<file path="src/rtl/program_loader_pkg.sv">
// Shared types and constants for the program loader.
// Optional checksum stage is enabled with PROGRAM_LOADER_CHECKSUM_EN.
package program_loader_pkg;

  typedef enum logic [2:0] {
    IDLE  = 3'd0,
    LOAD  = 3'd1,
    FLUSH = 3'd2,
    CHECK = 3'd3,
    RUN   = 3'd4,
    ERROR = 3'd5
  } state_t;

  localparam int DEFAULT_CAPACITY = 1024;

endpackage

</file>
<file path="src/rtl/program_loader_checksum.sv">
// Checksum accumulator for the program loader: running modulo-2**DATA_WIDTH
// sum of data words plus a zero-compare against the trailing check word.
// Instantiated only when PROGRAM_LOADER_CHECKSUM_EN is defined.
module loader_checksum #(
  parameter int DATA_WIDTH = 32
) (
  input  logic                  clk,
  input  logic                  rstn,
  input  logic                  en,
  input  logic                  clr,
  input  logic                  acc,
  input  logic [DATA_WIDTH-1:0] data,
  output logic                  sum_ok
);

  logic [DATA_WIDTH-1:0] sum;

  // Accumulate accepted data words; a new load request clears the sum.
  always_ff @(posedge clk or negedge rstn) begin
    if (!rstn) begin
      sum <= '0;
    end else if (en) begin
      if (clr)      sum <= '0;
      else if (acc) sum <= sum + data;
    end
  end

  // Check word is valid when it cancels the running sum.
  always_comb begin
    sum_ok = ((sum + data) == '0);
  end

endmodule

</file>
<file path="src/rtl/program_loader.sv">
// Boot/load sequencer: streams a program into instruction memory while the
// core is held in reset, then releases the core to run from address 0.
// Define PROGRAM_LOADER_CHECKSUM_EN to add a trailing checksum beat.
module program_loader
  import program_loader_pkg::*;
#(
  parameter int DATA_WIDTH        = 32,
  parameter int INST_MEM_CAPACITY = DEFAULT_CAPACITY,
  parameter int CNT_WIDTH         = 11
) (
  input  logic                  clk,
  input  logic                  rstn,
  input  logic                  en,
  input  logic                  start,
  input  logic [CNT_WIDTH-1:0]  length,
  input  logic                  s_valid,
  input  logic [DATA_WIDTH-1:0] s_data,
  output logic                  s_ready,
  output logic [DATA_WIDTH-1:0] instr_mem_address,
  output logic [DATA_WIDTH-1:0] instr_mem_data,
  output logic                  instr_mem_we,
  output logic                  core_rstn,
  output logic                  core_en,
  output logic                  busy,
  output logic                  done,
  output logic                  error
);

  state_t                state, next_state;
  logic [CNT_WIDTH-1:0]  cnt, cnt_next;
  logic [CNT_WIDTH-1:0]  len, len_next, len_clamp;
  logic                  hs;
  logic                  wr_pend;
  logic [DATA_WIDTH-1:0] wr_addr, wr_data;
  logic                  done_q;

`ifdef PROGRAM_LOADER_CHECKSUM_EN
  logic sum_ok;

  loader_checksum #(.DATA_WIDTH(DATA_WIDTH)) u_checksum (
    .clk    (clk),
    .rstn   (rstn),
    .en     (en),
    .clr    (start),
    .acc    (hs && (state == LOAD)),
    .data   (s_data),
    .sum_ok (sum_ok)
  );
`endif

  // Handshake and status outputs decoded from the current state.
  always_comb begin
`ifdef PROGRAM_LOADER_CHECKSUM_EN
    s_ready = en && ((state == LOAD) || (state == CHECK));
    busy    = (state == LOAD) || (state == CHECK) || (state == FLUSH);
    error   = (state == ERROR);
`else
    s_ready = en && (state == LOAD);
    busy    = (state == LOAD) || (state == FLUSH);
    error   = 1'b0;
`endif
    hs                = s_valid && s_ready;
    core_rstn         = (state == RUN);
    core_en           = (state == RUN);
    done              = done_q;
    instr_mem_we      = wr_pend && en;
    instr_mem_address = wr_pend ? wr_addr : '0;
    instr_mem_data    = wr_data;
    len_clamp         = (length > CNT_WIDTH'(INST_MEM_CAPACITY)) ?
                        CNT_WIDTH'(INST_MEM_CAPACITY) : length;
  end

  // Next-state logic; start restarts the load from any state.
  always_comb begin
    next_state = state;
    cnt_next   = cnt;
    len_next   = len;
    if (en) begin
      if (start) begin
        len_next   = len_clamp;
        cnt_next   = '0;
        next_state = (len_clamp == '0) ? FLUSH : LOAD;
      end else begin
        case (state)
          LOAD: begin
            if (hs) begin
              cnt_next = cnt + 1'b1;
              if (cnt == len - 1'b1) begin
`ifdef PROGRAM_LOADER_CHECKSUM_EN
                next_state = CHECK;
`else
                next_state = FLUSH;
`endif
              end
            end
          end
`ifdef PROGRAM_LOADER_CHECKSUM_EN
          CHECK: begin
            if (hs) next_state = sum_ok ? FLUSH : ERROR;
          end
`endif
          FLUSH:   next_state = RUN;
          default: next_state = state;
        endcase
      end
    end
  end

  // State, counters and the one-deep write register; everything freezes when en=0,
  // so a captured beat stays pending until en returns.
  always_ff @(posedge clk or negedge rstn) begin
    if (!rstn) begin
      state   <= IDLE;
      cnt     <= '0;
      len     <= '0;
      wr_pend <= 1'b0;
      wr_addr <= '0;
      wr_data <= '0;
      done_q  <= 1'b0;
    end else if (en) begin
      state   <= next_state;
      cnt     <= cnt_next;
      len     <= len_next;
      // A data beat is written even when start arrives in the same cycle.
      wr_pend <= hs && (state == LOAD);
      if (hs && (state == LOAD)) begin
        wr_addr <= DATA_WIDTH'(cnt);
        wr_data <= s_data;
      end
      done_q  <= (next_state == RUN) && (state != RUN);
    end
  end

endmodule

</file>
<file path="config.mk">
export PLATFORM = sky130hd
export DESIGN_NAME = program_loader
export DESIGN_NICKNAME = d
export VERILOG_FILES = /design/src/rtl/program_loader_pkg.sv /design/src/rtl/program_loader_checksum.sv /design/src/rtl/program_loader.sv
export SDC_FILE = /design/constraint.sdc
export NUM_CORES = 1
export LEC_CHECK = 0
export BUFFER_PORTS_ARGS = -buffer_cell sky130_fd_sc_hd__buf_2
export CORE_ASPECT_RATIO = 0.5
export CORE_MARGIN = 3
export CORE_UTILIZATION = 54
export DETAILED_ROUTE_END_ITERATION = 10
export PLACE_DENSITY = 0.93
export SLEW_MARGIN = 20
export SYNTH_ARGS = -nofsm -noshare
export SYNTH_HDL_FRONTEND = slang
export SYNTH_SLANG_ARGS = --single-unit
</file>
<file path="constraint.sdc">
create_clock -name clk -period 5.8 [get_ports clk]
set_clock_uncertainty 0.05 [all_clocks]
set_input_delay 0.29 -clock clk [delete_from_list [all_inputs] [get_ports clk]]
set_output_delay 0.29 -clock clk [all_outputs]
set_load 0.02 [all_outputs]
</file>
# Word-level counts from Yosys, hierarchy flattened
# Cells that the tools add are included.
[classes] order_cmp=1 n_mux=11 addsub=2 n_reduce_logical=12 n_eq_ne=6
[op_table] operator="2-to-1 mux 11 bit" count=5
[op_table] operator="2-to-1 mux 3 bit" count=4
[op_table] operator="adder 11 x 1 -> 11 bit (second input constant)" count=1
[op_table] operator="== test 11 bit" count=1
[op_table] operator="greater-than comparator 11 bit (second input constant)" count=1
[op_table] operator="logical NOT 11 bit" count=1
[op_table] operator="subtractor 11 x 1 -> 11 bit (second input constant)" count=1
[op_table] operator="== test 3 bit (second input constant)" count=2
[op_table] operator="one-hot mux 3 bit (2 select lines)" count=1
[op_table] operator="logical AND 1 bit" count=5
[op_table] operator="AND reduction 2 bit" count=2
[op_table] operator="nonzero test 2 bit" count=2
[op_table] operator="== test 3 x 1 -> 1 bit (second input constant)" count=1
[op_table] operator="== test 3 x 2 -> 1 bit (second input constant)" count=1
[op_table] operator="!= test 3 bit (second input constant)" count=1
[op_table] operator="AND reduction 3 bit" count=1
[op_table] operator="2-to-1 mux 2 bit" count=1
[op_table] operator="logical OR 1 bit" count=1
[word_totals] in_bits=48 reg_bits=70

# Depth between registers and ports, before layout
[logic_depth] ltp_word=9 ltp_mapped=8 ltp_nobuf=8

# Worst setup path before layout
# No wires, ideal clock.
[synth_timing] kind="reg-to-reg" from="reg state[1]" to="reg state[0]" period_less_slack_ps=2700 slack_ps=3100 n_path_buf=0 arrival_ps=2525 path_stages_with_launch=7 setup_time_ps=125 cell_sequence="dfrtp_1 nor4bb_1 nand2_1 a2111oi_0 nor4b_2 a31oi_1 mux2_2"
[synth_between] elab_chain_len=7
[synth_rtl] item="start: declaration" line="program_loader.sv:29" rtl="state_t state, next_state;"
[synth_rtl] item="start signal: assignment" line="program_loader.sv:121" rtl="state <= next_state;"
[synth_rtl] item="== test 3 x 1 -> 1 bit" line="program_loader.sv:58" rtl="s_ready = en && (state == LOAD);"
[synth_rtl] item="logical AND 1 bit" line="program_loader.sv:58"
[synth_rtl] item="via s_ready" line="program_loader.sv:18" rtl="output logic s_ready,"
[synth_rtl] item="logical AND 1 bit" line="program_loader.sv:62" rtl="hs = s_valid && s_ready;"
[synth_rtl] item="2-to-1 mux 3 bit" line="program_loader.sv:86" rtl="if (hs) begin"
[synth_rtl] item="one-hot mux 3 bit (2 select lines)" line="program_loader.sv:84" rtl="case (state)"
[synth_rtl] item="2-to-1 mux 3 bit" line="program_loader.sv:79" rtl="if (start) begin"
[synth_rtl] item="2-to-1 mux 3 bit" line="program_loader.sv:78" rtl="if (en) begin"
# The timed path passes the listed nets, and every way through them passes these cells.
# A chain may end at the register's enable or synchronous reset.

# Worst setup path in the final report
[layout_timing] from="reg len[0]" to="reg state[0]"
[layout_between] elab_chain_len=7
[layout_rtl] item="start: declaration" line="program_loader.sv:31" rtl="logic [CNT_WIDTH-1:0] len, len_next, len_clamp;"
[layout_rtl] item="start signal: assignment" line="program_loader.sv:123" rtl="len <= len_next;"
[layout_rtl] item="subtractor 11 x 1 -> 11 bit" line="program_loader.sv:88" rtl="if (cnt == len - 1'b1) begin"
[layout_rtl] item="== test 11 bit" line="program_loader.sv:88"
[layout_rtl] item="2-to-1 mux 3 bit" line="program_loader.sv:88"
[layout_rtl] item="2-to-1 mux 3 bit" line="program_loader.sv:86"
[layout_rtl] item="one-hot mux 3 bit (2 select lines)" line="program_loader.sv:84"
[layout_rtl] item="2-to-1 mux 3 bit" line="program_loader.sv:79"
[layout_rtl] item="2-to-1 mux 3 bit" line="program_loader.sv:78"
# Every way passes these cells.

==> metrics.md <==
| Metric | Value |
|---|---|
| Placed Cells | approximately 550 |
| Synth async-reset ratio | 100.0% |
| Inserted Clock Buffers | 9 |
| Switching power | slightly below 0.4 mW |
| Required time of the critical path | 5.96 ns |
| Total met2 wirelength after detailed routing | 3772 um |
| Worst IR drop on VDD | approximately 0.00017 V |
| Final estimated routing congestion in global placement | roughly 0.87 |
| Cell type contributing the most total cell area after synthesis | sky130_fd_sc_hd__dfrtp_1 |
| Insertion delay of the later-clocked pin in the worst-skew pair | around 0.32 ns |
| Syn. warnings | 0 |
| Antenna diodes | 0 |
| Status | complete, no violations |
| Slew HR | between 40% and 50% |
| Data arrival, critical path | about 3.0 ns |
| Max-capacitance violation count | 0 |
| Crit share post-route | about 48% |
| Area share of the largest cell type after synthesis | between 50% and 60% |
| Startpoint of the most critical register-to-register path | len[0] |
| Die outline area | approximately 0.0074 mm^2 |
| Non-filler instance count after layout | about 570 |
| Unrepaired setup endpoints after global routing | no |
| Commonest cells in the netlist | sky130_fd_sc_hd__nand2_1 (144), sky130_fd_sc_hd__dfrtp_1 (70), sky130_fd_sc_hd__buf_4 (23) |
| Core Footprint | 0.005801 mm^2 |
| Combinational share of power | about 16% |
| Summed negative setup slack over all endpoints | 0 ns |
| #FFs+latches synth | 70 |
| Sw frac | between 20% and 30% |
| Nature of the critical path startpoint | flop |
| Number of buffers inserted for hold repair after clock tree synthesis | 0 |
| Length of routed wiring on met1 | around 3300 um |
| Number of instances on the worst hold path | 3 |
| Count of input and output buffers | 96 |
| Buffer count from post-CTS setup fixing | 0 |
| DR WL/cell | around 13 um |
| Layout cells sized above 1 | 25.67% |
| Filler cells | slightly above 400 |
| Number of enable flip-flop cells after synthesis | 0 |
| Power density over the cells | around 350 mW/mm^2 |
| Final wirelength | 7587 um |
| Post-Synthesis Mean Instance Area | around 8.9 um^2 |
| Top routing layer used | met4 |
| Wire length of the first global-routing pass | around 13,000 um |
| Residual antenna-violating net count after detailed routing | 0 |
| Prevailing post-synth register cell | sky130_fd_sc_hd__dfrtp_1 |
| Fmax | 0.3577 GHz |
| Actual slew at the worst max-slew pin | around 0.86 ns |
| Hold Crit Start | s_data[5] |
| Part of the power in the clock network | about 45% |
| Clock slew at reported path FFs | around 0.060 ns |
| Overall die width | ~120 um |
| Internal power of the cells | 1.085 mW |
| Critical Path Slowest Stage Cell | sky130_fd_sc_hd__or3b_2 |
| Cell with the most instances after synthesis | sky130_fd_sc_hd__nand2_1 |
| TritonCTS clock tree | built |
| Congestion Overflow GR | 0 |
| Vias per inst | 4.972 |
| Number of hold violations in the final report | 0 |
| Pins over their slew limit | 0 |
| CTS Sinks | 70 |
| Lkg Pwr | 2.317 nW |
| Via count of the first global-routing pass | approximately 2,700 |
| Antenna violations before repair | 0 |
| CTS root buffer | sky130_fd_sc_hd__clkbuf_16 |
| Worst Path Max Fanout | 4 |
| Number of standard cells after synthesis | 386 |
| Placement row count | 19 |
| Distinct cell type count of the synthesized netlist | 38 |
| Die Y | between 60 and 70 um |
| Final count of negative-setup-slack endpoints | 0 |
| Worst hold endpoint | instr_mem_data[5] |
| Via count | ~2,800 |
| GRT Overall Usage | a little over a fifth |
| Layout overhead on the synthesized area | 24.14% |
| Post-synthesis instance area | 0.003421 mm^2 |
| Met3 routed wirelength | about 450 um |
| Starting Density | 58.97% |
| Worst setup slack for register-to-register paths | roughly 3.0 ns |
| Seq/Total Area, Yosys | between 50% and 60% |
| Pin count of the biggest net entering global routing | slightly above 70 |
| Crit path time final | approximately 2.8 ns |
| Level count of the clock H-tree | 3 |
| Nature of the critical path endpoint | flop |
| Final nets | 528 |
| Largest stage delay on the critical path | about 0.46 ns |
| Cts repair resizes | 0 |
| Number of ports placed on the die boundary | 119 |
| Number of iterations in the first detailed-routing pass | 4 |
| Start-to-end type of the worst setup path | flop to flop |
| Detailed-placement wirelength estimate | roughly 5400 um |
| Sequential fraction of design power | approximately two fifths |
| FF-to-FF path depth | 8 |
| Terminus of the critical flop-to-flop path | state[0] |
| Buffer depth of the longest clock path | 2 |
| Worst Slack Setup Final | ~3 ns |
| Post-placement setup slack | ~3 ns |
| Final Power | about 1.5 mW |
| Starting DRC count in detailed routing | about 210 |
| Most area-consuming cells after synthesis | sky130_fd_sc_hd__dfrtp_1 (51%), sky130_fd_sc_hd__nand2_1 (16%), sky130_fd_sc_hd__buf_4 (5.0%) |
| DRC violations left | 0 |
| Worst hold-check path type | primary input to flop |
| Cells along the critical path | inv_1 -> ha_1 -> or3b_2 -> or3_1 -> a2111oi_0 -> nor4b_2 -> a31oi_1 -> mux2_2 |
-- logic make-up after synthesis --
family                     after synthesis  share of synthesized area, %
and+or+nand+nor                        213                         28.02
AOI/OAI and AO/OA                       29                         5.596
muxes                                    3                        0.9875
DFF                                     70                         51.21
adders and majority gates                2                        0.7314
buffers and inverters                   45                         7.461
other                                    1                        0.1096
xor gates and xnor gates                23                         5.889
-- cells in the final DEF (no fill, tap or decap), drive strengths merged, types with 2 or more instances in the layout --
cell | synthesis | routed
xor2 | 12 | 12
mux2 | 3 | 3
inv | 6 | 6
ha | 2 | 2
xnor2 | 11 | 11
o21ai | 7 | 7
bufinv | 0 | 4
a22o | 5 | 5
nor3b | 2 | 2
nand3b | 7 | 7
buf | 24 | 99
a31oi | 3 | 3
clkbuf | 15 | 9
and3 | 3 | 3
o211ai | 2 | 2
clkinv | 0 | 3
conb | 1 | 22
nor4 | 4 | 4
nand2b | 3 | 3
and2 | 14 | 14
nor3 | 5 | 5
nand2 | 144 | 144
nand4 | 3 | 3
nor2 | 14 | 14
nand3 | 5 | 5
nor4b | 2 | 2
or2 | 2 | 2
dfrtp | 70 | 70
or3 | 2 | 2
a21oi | 7 | 7
-- critical path: cells and delay by family, from the launching register on --
family / cells / cell delay [ns]
and+or+nand+nor: 3 / 1.13
DFF: 1 / 0.43
adders and majority gates: 1 / 0.20
AOI/OAI and AO/OA: 2 / 0.49
buffers and inverters: 1 / 0.10
muxes: 1 / 0.27
-- sequential cells by signal (all words and copies together), names as in the netlist --
signal          flops
cnt                11
done                1
instr_mem_data     32
len                11
state               3
wr_addr            11
wr_pend             1
-- per-stage QoR --
step	utilization (%)	hold WS [ns]	area, um^2
6_report	73.21	0.1062	4247
5_1_grt	73.21	0.09778	4247
4_1_cts	73.21	0.09938	4247
3_5_place_dp	66.80	0.4053	3875
3_3_place_gp	66.80	0.4009	3875
2_1_floorplan	-	-0.05559	3500
-- power by group through the flow --
stage	combinational [mW]	sequential, mW	clock (mW)
floorplan	0.128	0.610	0
global placement	0.236	0.573	0
detailed placement	0.242	0.577	0
CTS	0.244	0.568	0.672
global route	0.266	0.575	0.697
finish	0.242	0.568	0.665
-- how the worst max path moves through the flow --
stage / startpoint / depth (start not counted) / to
global route: state[1] / 7 / state[0]
finish: len[0] / 8 / state[0]
CTS: len[0] / 8 / state[0]
floorplan: state[1] / 6 / state[0]
detailed placement: len[0] / 8 / state[0]
global placement: len[0] / 8 / state[0]
-- layer usage --
layer | GRT usage (%) | up-vias
met2 | 36.75 | 100
met5 | 0 | -
met1 | 26.69 | 1316
li1 | - | 1393
met3 | 5.077 | 10
met4 | 7.359 | 0
-- final cells by class --
| type | instances | area [um^2] | share of cell area [%] |
|---|---|---|---|
| flip-flops and latches | 70 | 1752 | 41.25 |
| multi-input cells | 292 | 1493 | 35.15 |
| repair buffers | 99 | 503.0 | 11.84 |
| clock buffers | 9 | 225.2 | 5.303 |
| clock inverters | 7 | 146.4 | 3.447 |
| well taps | 84 | 105.1 | 2.475 |
| inverters | 6 | 22.52 | 0.5303 |
No activity file was read; power rests on OpenSTA's default activity.
